$ cat src/rtl/pc_sequencer_pkg.sv
// Shared types and constants for the pc_sequencer instruction-sequencing controller.
// Holds the FSM state encoding, the default address width and the wait-counter sizing.
package pc_sequencer_pkg;

    localparam int DEFAULT_ADDR_W = 2;
    localparam int WAIT_W         = 4;
    localparam logic [7:0] RETIRE_MAX = 8'hFF;

    typedef enum logic [2:0] {
        S_IDLE   = 3'd0,
        S_FETCH  = 3'd1,
        S_DECODE = 3'd2,
        S_EXEC   = 3'd3,
        S_HALTED = 3'd4
    } seq_state_e;

    function automatic logic [7:0] sat_inc8(input logic [7:0] val);
        return (val == RETIRE_MAX) ? val : val + 8'd1;
    endfunction

    function automatic logic is_busy_state(input seq_state_e st);
        return (st == S_FETCH) || (st == S_DECODE) || (st == S_EXEC);
    endfunction

endpackage

$ cat src/rtl/pc_sequencer_next_mux.sv
// Combinational next-address select: sequential increment or branch target in EXEC,
// otherwise the current PC. Drives nextaddress toward the external pchandler.
module pc_next_mux
    import pc_sequencer_pkg::*;
#(
    parameter int ADDR_W = DEFAULT_ADDR_W
) (
    input  logic              in_exec,
    input  logic [ADDR_W-1:0] pc,
    input  logic              branch_taken,
    input  logic [ADDR_W-1:0] branch_target,
    output logic [ADDR_W-1:0] nextaddress
);

    logic [ADDR_W-1:0] pc_inc;

    // Truncation to ADDR_W gives the silent wrap-around at the top of the address space.
    assign pc_inc = pc + ADDR_W'(1);

    always_comb begin
        nextaddress = pc;
        if (in_exec) begin
            nextaddress = branch_taken ? branch_target : pc_inc;
        end
    end

endmodule

$ cat src/rtl/pc_sequencer.sv
// Fetch/decode/execute sequencer owning the program counter, with imem req/ack handshake.
// Optional macro RETIRE_CNT_EN adds a saturating 8-bit retired-instruction counter.
//
// state    | meaning
// ---------+-----------------------------------------------------------
// S_IDLE   | after reset, waiting for start
// S_FETCH  | imem_req high, waiting for imem_ack (bounded by MAX_WAIT)
// S_DECODE | one-cycle decode slot
// S_EXEC   | commit nextaddress to pc, or halt on halt_instr
// S_HALTED | stopped by HALT or fetch timeout, waiting for start
module pc_sequencer
    import pc_sequencer_pkg::*;
#(
    parameter int          ADDR_W   = DEFAULT_ADDR_W,
    parameter int unsigned RESET_PC = 0,
    parameter int          MAX_WAIT = 3
) (
    input  logic              clk,
    input  logic              rst,
    input  logic              start,
    input  logic              imem_ack,
    input  logic              branch_taken,
    input  logic [ADDR_W-1:0] branch_target,
    input  logic              halt_instr,
    input  logic              stall,
    output logic              imem_req,
    output logic              ir_load,
    output logic [ADDR_W-1:0] pc,
    output logic [ADDR_W-1:0] nextaddress,
    output logic              busy,
    output logic              fetch_err,
    output logic [7:0]        retired
);

    localparam logic [ADDR_W-1:0] PC_INIT   = ADDR_W'(RESET_PC);
    localparam logic [WAIT_W-1:0] WAIT_LAST = WAIT_W'(MAX_WAIT - 1);

    seq_state_e        state_q, state_d;
    logic [ADDR_W-1:0] pc_q, pc_d;
    logic [WAIT_W-1:0] wait_q, wait_d;
    logic              fetch_err_q, fetch_err_d;
    logic              imem_req_q, imem_req_d;
    logic              busy_q, busy_d;
    logic              ir_load_d;
    logic [ADDR_W-1:0] next_pc;

    pc_next_mux #(
        .ADDR_W(ADDR_W)
    ) u_next_mux (
        .in_exec       (state_q == S_EXEC),
        .pc            (pc_q),
        .branch_taken  (branch_taken),
        .branch_target (branch_target),
        .nextaddress   (next_pc)
    );

    always_comb begin
        state_d     = state_q;
        pc_d        = pc_q;
        wait_d      = wait_q;
        fetch_err_d = fetch_err_q;
        ir_load_d   = 1'b0;

        if (!stall) begin
            case (state_q)
                S_IDLE, S_HALTED: begin
                    if (start) begin
                        state_d     = S_FETCH;
                        pc_d        = PC_INIT;
                        wait_d      = '0;
                        fetch_err_d = 1'b0;
                    end
                end
                S_FETCH: begin
                    if (imem_ack) begin
                        ir_load_d = !rst;
                        state_d   = S_DECODE;
                        wait_d    = '0;
                    end else if (wait_q == WAIT_LAST) begin
                        fetch_err_d = 1'b1;
                        state_d     = S_HALTED;
                        wait_d      = '0;
                    end else begin
                        wait_d = wait_q + WAIT_W'(1);
                    end
                end
                S_DECODE: begin
                    state_d = S_EXEC;
                end
                S_EXEC: begin
                    // halt_instr wins over branch_taken: pc is left untouched.
                    if (halt_instr) begin
                        state_d = S_HALTED;
                    end else begin
                        pc_d    = next_pc;
                        state_d = S_FETCH;
                    end
                end
                default: begin
                    state_d = S_IDLE;
                end
            endcase
        end

        imem_req_d = (state_d == S_FETCH);
        busy_d     = is_busy_state(state_d);
    end

    always_ff @(posedge clk) begin
        if (rst) begin
            state_q     <= S_IDLE;
            pc_q        <= PC_INIT;
            wait_q      <= '0;
            fetch_err_q <= 1'b0;
            imem_req_q  <= 1'b0;
            busy_q      <= 1'b0;
        end else begin
            state_q     <= state_d;
            pc_q        <= pc_d;
            wait_q      <= wait_d;
            fetch_err_q <= fetch_err_d;
            imem_req_q  <= imem_req_d;
            busy_q      <= busy_d;
        end
    end

`ifdef RETIRE_CNT_EN
    logic [7:0] retired_q, retired_d;

    always_comb begin
        retired_d = retired_q;
        if (!stall) begin
            if (start && (state_q == S_IDLE || state_q == S_HALTED)) begin
                retired_d = '0;
            end else if (state_q == S_EXEC && !halt_instr) begin
                retired_d = sat_inc8(retired_q);
            end
        end
    end

    always_ff @(posedge clk) begin
        if (rst) begin
            retired_q <= '0;
        end else begin
            retired_q <= retired_d;
        end
    end

    assign retired = retired_q;
`else
    assign retired = '0;
`endif

    assign imem_req    = imem_req_q;
    assign ir_load     = ir_load_d;
    assign pc          = pc_q;
    assign nextaddress = next_pc;
    assign busy        = busy_q;
    assign fetch_err   = fetch_err_q;

endmodule

$ cat config.mk
export PLATFORM = sky130hd
export DESIGN_NAME = pc_sequencer
export DESIGN_NICKNAME = d
export VERILOG_FILES = /design/src/rtl/pc_sequencer_pkg.sv /design/src/rtl/pc_sequencer_next_mux.sv /design/src/rtl/pc_sequencer.sv
export SDC_FILE = /design/constraint.sdc
export NUM_CORES = 1
export LEC_CHECK = 0
export BUFFER_PORTS_ARGS = -buffer_cell sky130_fd_sc_hd__buf_4
export CORE_ASPECT_RATIO = 1.5
export CORE_MARGIN = 2
export CORE_UTILIZATION = 30
export CTS_CLUSTER_DIAMETER = 150
export DETAILED_ROUTE_END_ITERATION = 10
export GPL_ROUTABILITY_DRIVEN = 0
export PLACE_DENSITY = 0.6
export SKIP_LAST_GASP = 1
export SLEW_MARGIN = 20
export SYNTH_ARGS = -nofsm -noshare
export SYNTH_HDL_FRONTEND = slang
export SYNTH_SLANG_ARGS = --single-unit
export TNS_END_PERCENT = 10
$ cat constraint.sdc
create_clock -name clk -period 3.2 [get_ports clk]
set_input_delay 0 -clock clk [delete_from_list [all_inputs] [get_ports clk]]
set_output_delay 0 -clock clk [all_outputs]
set_load 0.01 [all_outputs]
==> impl_metrics.tcl, run 1 <==
set metrics [dict create \
    pre_cts_ws_ns 1.38 \
    worst_pin_slew_ns 0.556 \
    place_area_um2 953 \
    track_usage 0.121 \
    met3_usage 0.0339 \
    final_area_mm2 0.00100 \
    avgViaCountPerCell 4.86 \
    synth_flop_cell "dfxtp_1" \
    synth-seq-cells 12 \
    wl_mm 1.83 \
    met1_usage 0.143 \
    synth_warnings 0 \
    cp.arrival_ns 1.92 \
    crit_required_ns 3.33 \
    path_cells "inv_1 -> ha_1 -> or3b_4 -> a222oi_1 -> o22ai_1 -> o21a_1" \
    die_w_um 47.9 \
    yosysSeqAreaShare 0.277 \
    hp-class "in -> reg" \
    post-cts-setup-buffers 0 \
    layout.cells.most_common_list "buf_4 (16), nor2_1 (13), dfxtp_1 (12)" \
    syn_area_um2 867 \
    drv_slew 0 \
    core_area_mm2 0.00271 \
    setup-violations-final 0 \
    fin_tns_setup_ns 0 \
    ir_drop_mv 0.228 \
    initial_core_util 0.321 \
    syn2layout_area_growth_pct 15.9 \
    post-route-period-util 0.561 \
    grt_pass1_vias 721 \
    synth_area_per_cell_um2 8.10 \
    cts_hold_buf 1 \
    timing.final.ws_setup_ns 1.40 \
    cts_buffer_depth 2 \
    numCtsBuffers 3 \
    first_pass_iters 4 \
    cp-end-kind "flop" \
    regArea_um2 240 \
    io_buffers 16 \
    use_met2 0.194 \
    grt_antenna_before_repair 0 \
    critPathMaxStageDelay_ns 0.42 \
    num_rows 23 \
    rsz0062_at_grt "false" \
    grt_busiest_layer "met2" \
    multi_input_area_um2 528 \
    dp_hpwl_mm 1.38 \
    drt_iter0_drc 32 \
    synth_cell_types 42 \
    synth_cells 107 \
    crit_buf_inv 1 \
    period_needed_ns 1.80 \
    cts_tree "built" \
    cp_top_family "compound AO/OA/AOI/OAI gates" \
    slowest_stage "a222oi_1" \
    cts_resized 0 \
    grt_max_degree 14 \
    hold_violations 0 \
    skew_ns 0.00307 \
    cts_htree_levels 1 \
    wire_per_inst_um 11.7 \
    clock-root-buffer "clkbuf_8" \
    die-area_mm2 0.00335 \
    grt_pass1_wl_mm 3.04 \
    critPathMaxFanout 4 \
    startpoint_type "flop" \
    diodes 0 \
    drtAntennaViolNets 0 \
    leakagePower_uw 0.000404 \
    drive_gt1_frac 0.227 \
    die_y_um 69.8 \
    grt-ovfl-total 0 \
    cap_violations 0 \
    clk_latency_ns 0.23 \
    cts.clk_slew.worst_paths_ns 0.05 \
    outcome "finished, final reports clean" \
    slew_headroom 0.620 \
    nets 132 \
    critPathKind "reg -> reg" \
    synthArstFlopShare 0 \
    final_common_cell "buf_4" \
    fill_cells 300 \
    fmax_mhz 557 \
    vias 758 \
    io_pins 25 \
    drc 0 \
    cellPowerDensity_mw_per_mm2 364 \
    cts.sinks 12 \
    synth_edf_count 0 \
]
==> cell type report <==
type	count	share of cell area
clock buffer	3	0.0411
inverter	5	0.0187
multi-input combinational	82	0.526
sequential	12	0.239
tap	37	0.0461
timing repair buffer	17	0.130
==> cell usage after synthesis, types with 3 or more instances <==
library cell | number | share of area
a21oi_1 | 7 | 0.040
buf_4 | 11 | 0.095
dfxtp_1 | 12 | 0.28
inv_1 | 5 | 0.022
nand2_1 | 7 | 0.030
nand2b_1 | 3 | 0.022
nand3_1 | 4 | 0.023
nor2_1 | 13 | 0.056
nor3_1 | 3 | 0.017
xnor2_1 | 3 | 0.030
==> power by group <==
| group | total, uW | internal (uW) | switching [uW] |
|---|---|---|---|
| combinational | 68.6 | 32.2 | 36.4 |
| sequential | 165 | 156 | 8.63 |
| clock | 132 | 82.4 | 49.4 |
| total | 365 | 271 | 94.4 |
==> layer usage <==
metal | up-vias | wire [um]
met4 | 0 | 30
met5 | - | 0
met1 | 347 | 786
met2 | 22 | 920
met3 | 4 | 89
li1 | 385 | -
==> worst paths after layout <==
path | startpoint | endpoint | slack [ns] | cells after the start
setup reg to reg | wait_q[0] | busy | 1.40 | 6
hold reg to reg | wait_q[1] | wait_q[1] | 0.53 | 2
setup / recovery | wait_q[0] | busy | 1.40 | 6
hold / removal | rst | fetch_err | 0.03 | 2
==> stage by stage <==
stage / hold slack [ns] / utilization / instances / total power [uW]
2_1_floorplan: 0.0937 / - / 114 / 223
3_3_place_gp: 0.242 / 0.352 / 152 / 234
3_5_place_dp: 0.240 / 0.352 / 152 / 236
4_1_cts: 0.0293 / 0.371 / 156 / 370
5_1_grt: 0.0410 / 0.371 / 156 / 390
6_report: 0.0321 / 0.371 / 156 / 365
==> flip-flops by register name, indices dropped and copies added (netlist names) <==
signal / count
fetch_err: 1
busy: 1
imem_req: 1
state_q: 3
wait_q: 4
pc: 2
==> kinds of logic after synthesis <==
family / count (synthesis) / synth area share
AO/OA/AOI/OAI: 27 / 0.234
XOR/XNOR: 3 / 0.0303
adder cells (fa/ha/maj): 2 / 0.0289
buffers and inverters: 20 / 0.144
flip-flops: 12 / 0.277
multiplexers: 1 / 0.0115
other: 1 / 0.00432
AND/OR/NAND/NOR: 41 / 0.270
No activity file was read; power rests on OpenSTA's default activity.
==> run 2: changes to the inputs <==
--- a/config.mk
+++ b/config.mk
@@ -12,7 +12,7 @@
 export CTS_CLUSTER_DIAMETER = 150
 export DETAILED_ROUTE_END_ITERATION = 10
 export GPL_ROUTABILITY_DRIVEN = 0
-export PLACE_DENSITY = 0.6
+export PLACE_DENSITY = 0.62
 export SKIP_LAST_GASP = 1
 export SLEW_MARGIN = 20
 export SYNTH_ARGS = -nofsm -noshare
==> constraint.sdc (replaced) <==
create_clock -name clk -period 1.5 [get_ports clk]
set_input_delay 0 -clock clk [delete_from_list [all_inputs] [get_ports clk]]
set_output_delay 0 -clock clk [all_outputs]
set_load 0.01 [all_outputs]
==> run 2 against run 1 <==
Net effect:
- the flow now finishes with violations (setup timing)
- clock power rose by 130%
- core utilization rose by 4.2 points
- register-to-register slack got worse by 1.6 ns
- fmax rose by 3.7%
- global-route usage rose by 1.1 points
- worst hold slack got worse by 0.0073 ns
- via count rose by 12%
- die area did not move
- critical path type unchanged
==> impl_metrics.tcl, run 2 (same netlist as run 1, synthesis figures left out) <==
set metrics [dict create \
    crit_end "busy" \
    pwr-share-seq 0.417 \
    r2r_slack_ns -0.23 \
    rsz0062_at_grt "true" \
    outcome "finished with violations" \
    slew_headroom 0.668 \
    cp.depth 6 \
    leakagePower_uw 0.000482 \
    post-cts-setup-buffers 0 \
    layout.cells.most_common_list "buf_4 (31), nor2_1 (13), dfxtp_1 (11)" \
    cts.clk_slew.worst_paths_ns 0.05 \
    wl_mm 2.05 \
    place_inst 167 \
    cts_resized 0 \
    cts_tree "built" \
    final_area_mm2 0.00112 \
    die_y_um 69.8 \
    fin_tns_setup_ns -0.883 \
    p_int_uw 602 \
    core_area_mm2 0.00271 \
    num_rows 23 \
    period_needed_ns 1.73 \
    combPwrFrac 0.221 \
    grt-ovfl-total 0 \
    grt_pass1_vias 782 \
    largest_reg_flops 4 \
    grt_pass1_wl_mm 3.27 \
    worst_pin_slew_ns 0.485 \
    r2r_end "busy" \
    post-route-period-util 1.15 \
    slowest_stage "a222oi_1" \
    fmax_mhz 577 \
    diodes 0 \
    ir_drop_mv 0.482 \
    pre_cts_ws_ns -0.226 \
    cap_violations 0 \
    drv_slew 0 \
    syn2layout_area_growth_pct 29.0 \
    crit_buf_inv 1 \
    drt_iter0_drc 18 \
    swShare 0.273 \
    cts_buffer_depth 2 \
    cp-startpoint "wait_q[0]" \
    io_pins 25 \
    clk_latency_ns 0.24 \
    cp.arrival_ns 1.87 \
    cts_htree_levels 1 \
    drtAntennaViolNets 0 \
    cts.sinks 12 \
    utilization 0.414 \
    track_usage 0.132 \
    grt_antenna_before_repair 0 \
    critPathKind "reg -> reg" \
    initial_core_util 0.321 \
    hold_violations 0 \
    grt_max_degree 12 \
    critPathMaxFanout 2 \
    wire_per_inst_um 12.0 \
    cp-end-kind "flop" \
    crit_required_ns 1.64 \
    rr_startpoint "wait_q[0]" \
    drive_gt1_frac 0.321 \
    place_area_mm2 0.00107 \
    first_pass_iters 4 \
    die_w_um 47.9 \
    startpoint_type "flop" \
    clock-root-buffer "clkbuf_8" \
    io_buffers 16 \
    final_common_cell "buf_4" \
    vias 850 \
    skew_ns 0.00102 \
    path_cells "inv_1 -> ha_1 -> or3b_4 -> a222oi_1 -> o22ai_1 -> o21a_1" \
    critPathMaxStageDelay_ns 0.44 \
    top_register "wait_q" \
    nets 147 \
    reg2reg_depth 6 \
    cellPowerDensity_mw_per_mm2 741 \
    dp_hpwl_mm 1.59 \
    violations "setup timing" \
    final_cell_count_no_fill 171 \
    drc 0 \
    fill_cells 304 \
    die-area_mm2 0.00335 \
    power_frac_clock 0.362 \
    setup-violations-final 11 \
    cp_top_family "compound AO/OA/AOI/OAI gates" \
    numCtsBuffers 3 \
    power_switching_uw 226 \
    timing.final.ws_setup_ns -0.232 \
    avgViaCountPerCell 4.97 \
    hp-class "in -> reg" \
]
run 2: cell count changes in the layout (fill, tap and decap cells not counted), sizes merged:
cell,change
buf,+15
run 2: layout make-up:
class,instances,area (um2),share of cell area
timing repair buffer,32,243,0.217
multi-input combinational,82,528,0.472
sequential,12,241,0.216
tap,37,46.3,0.0414
clock buffer,3,41.3,0.0369
inverter,5,18.8,0.0168
run 2: metal layers:
metal | track usage | up-vias | routed length [um]
met3 | 0.0182 | 2 | 89
met5 | 0 | - | 0
li1 | - | 419 | -
met4 | 0.0571 | 0 | 29
met2 | 0.234 | 24 | 1080
met1 | 0.141 | 405 | 848
run 2: worst min-delay path by stage:
stage / startpoint / endpoint / slack [ns] / cells after the start
2_1_floorplan: imem_ack / ir_load / 0.09 / 2
3_3_place_gp: start / fetch_err / 0.24 / 2
3_5_place_dp: start / fetch_err / 0.24 / 2
4_1_cts: rst / fetch_err / 0.02 / 2
5_1_grt: rst / pc[0] / 0.04 / 2
6_report: rst / pc[0] / 0.02 / 2
run 2: power groups by stage:
stage,clock network [uW],logic (uW),registers [uW]
5_1_grt,313,204,347
2_1_floorplan,0,124,352
6_report,300,183,346
3_3_place_gp,0,176,353
3_5_place_dp,0,180,352
4_1_cts,307,184,345
run 2: through the flow:
| stage | hold WS [ns] | total power (uW) |
|---|---|---|
| after CTS | 0.0177 | 836 |
| after floorplan | 0.0937 | 476 |
| after global routing | 0.0425 | 864 |
| after global placement | 0.240 | 529 |
| final | 0.0248 | 828 |
| after detailed placement | 0.239 | 533 |
run 2: what timing repair did:
| item | in CTS | in global routing |
|---|---|---|
| setup endpoints to repair | 12 | 14 |
| pin swaps | 1 | 0 |
| gates cloned | 0 | 0 |
| hold endpoints to repair | 1 | 0 |
| hold buffers | 1 | 0 |
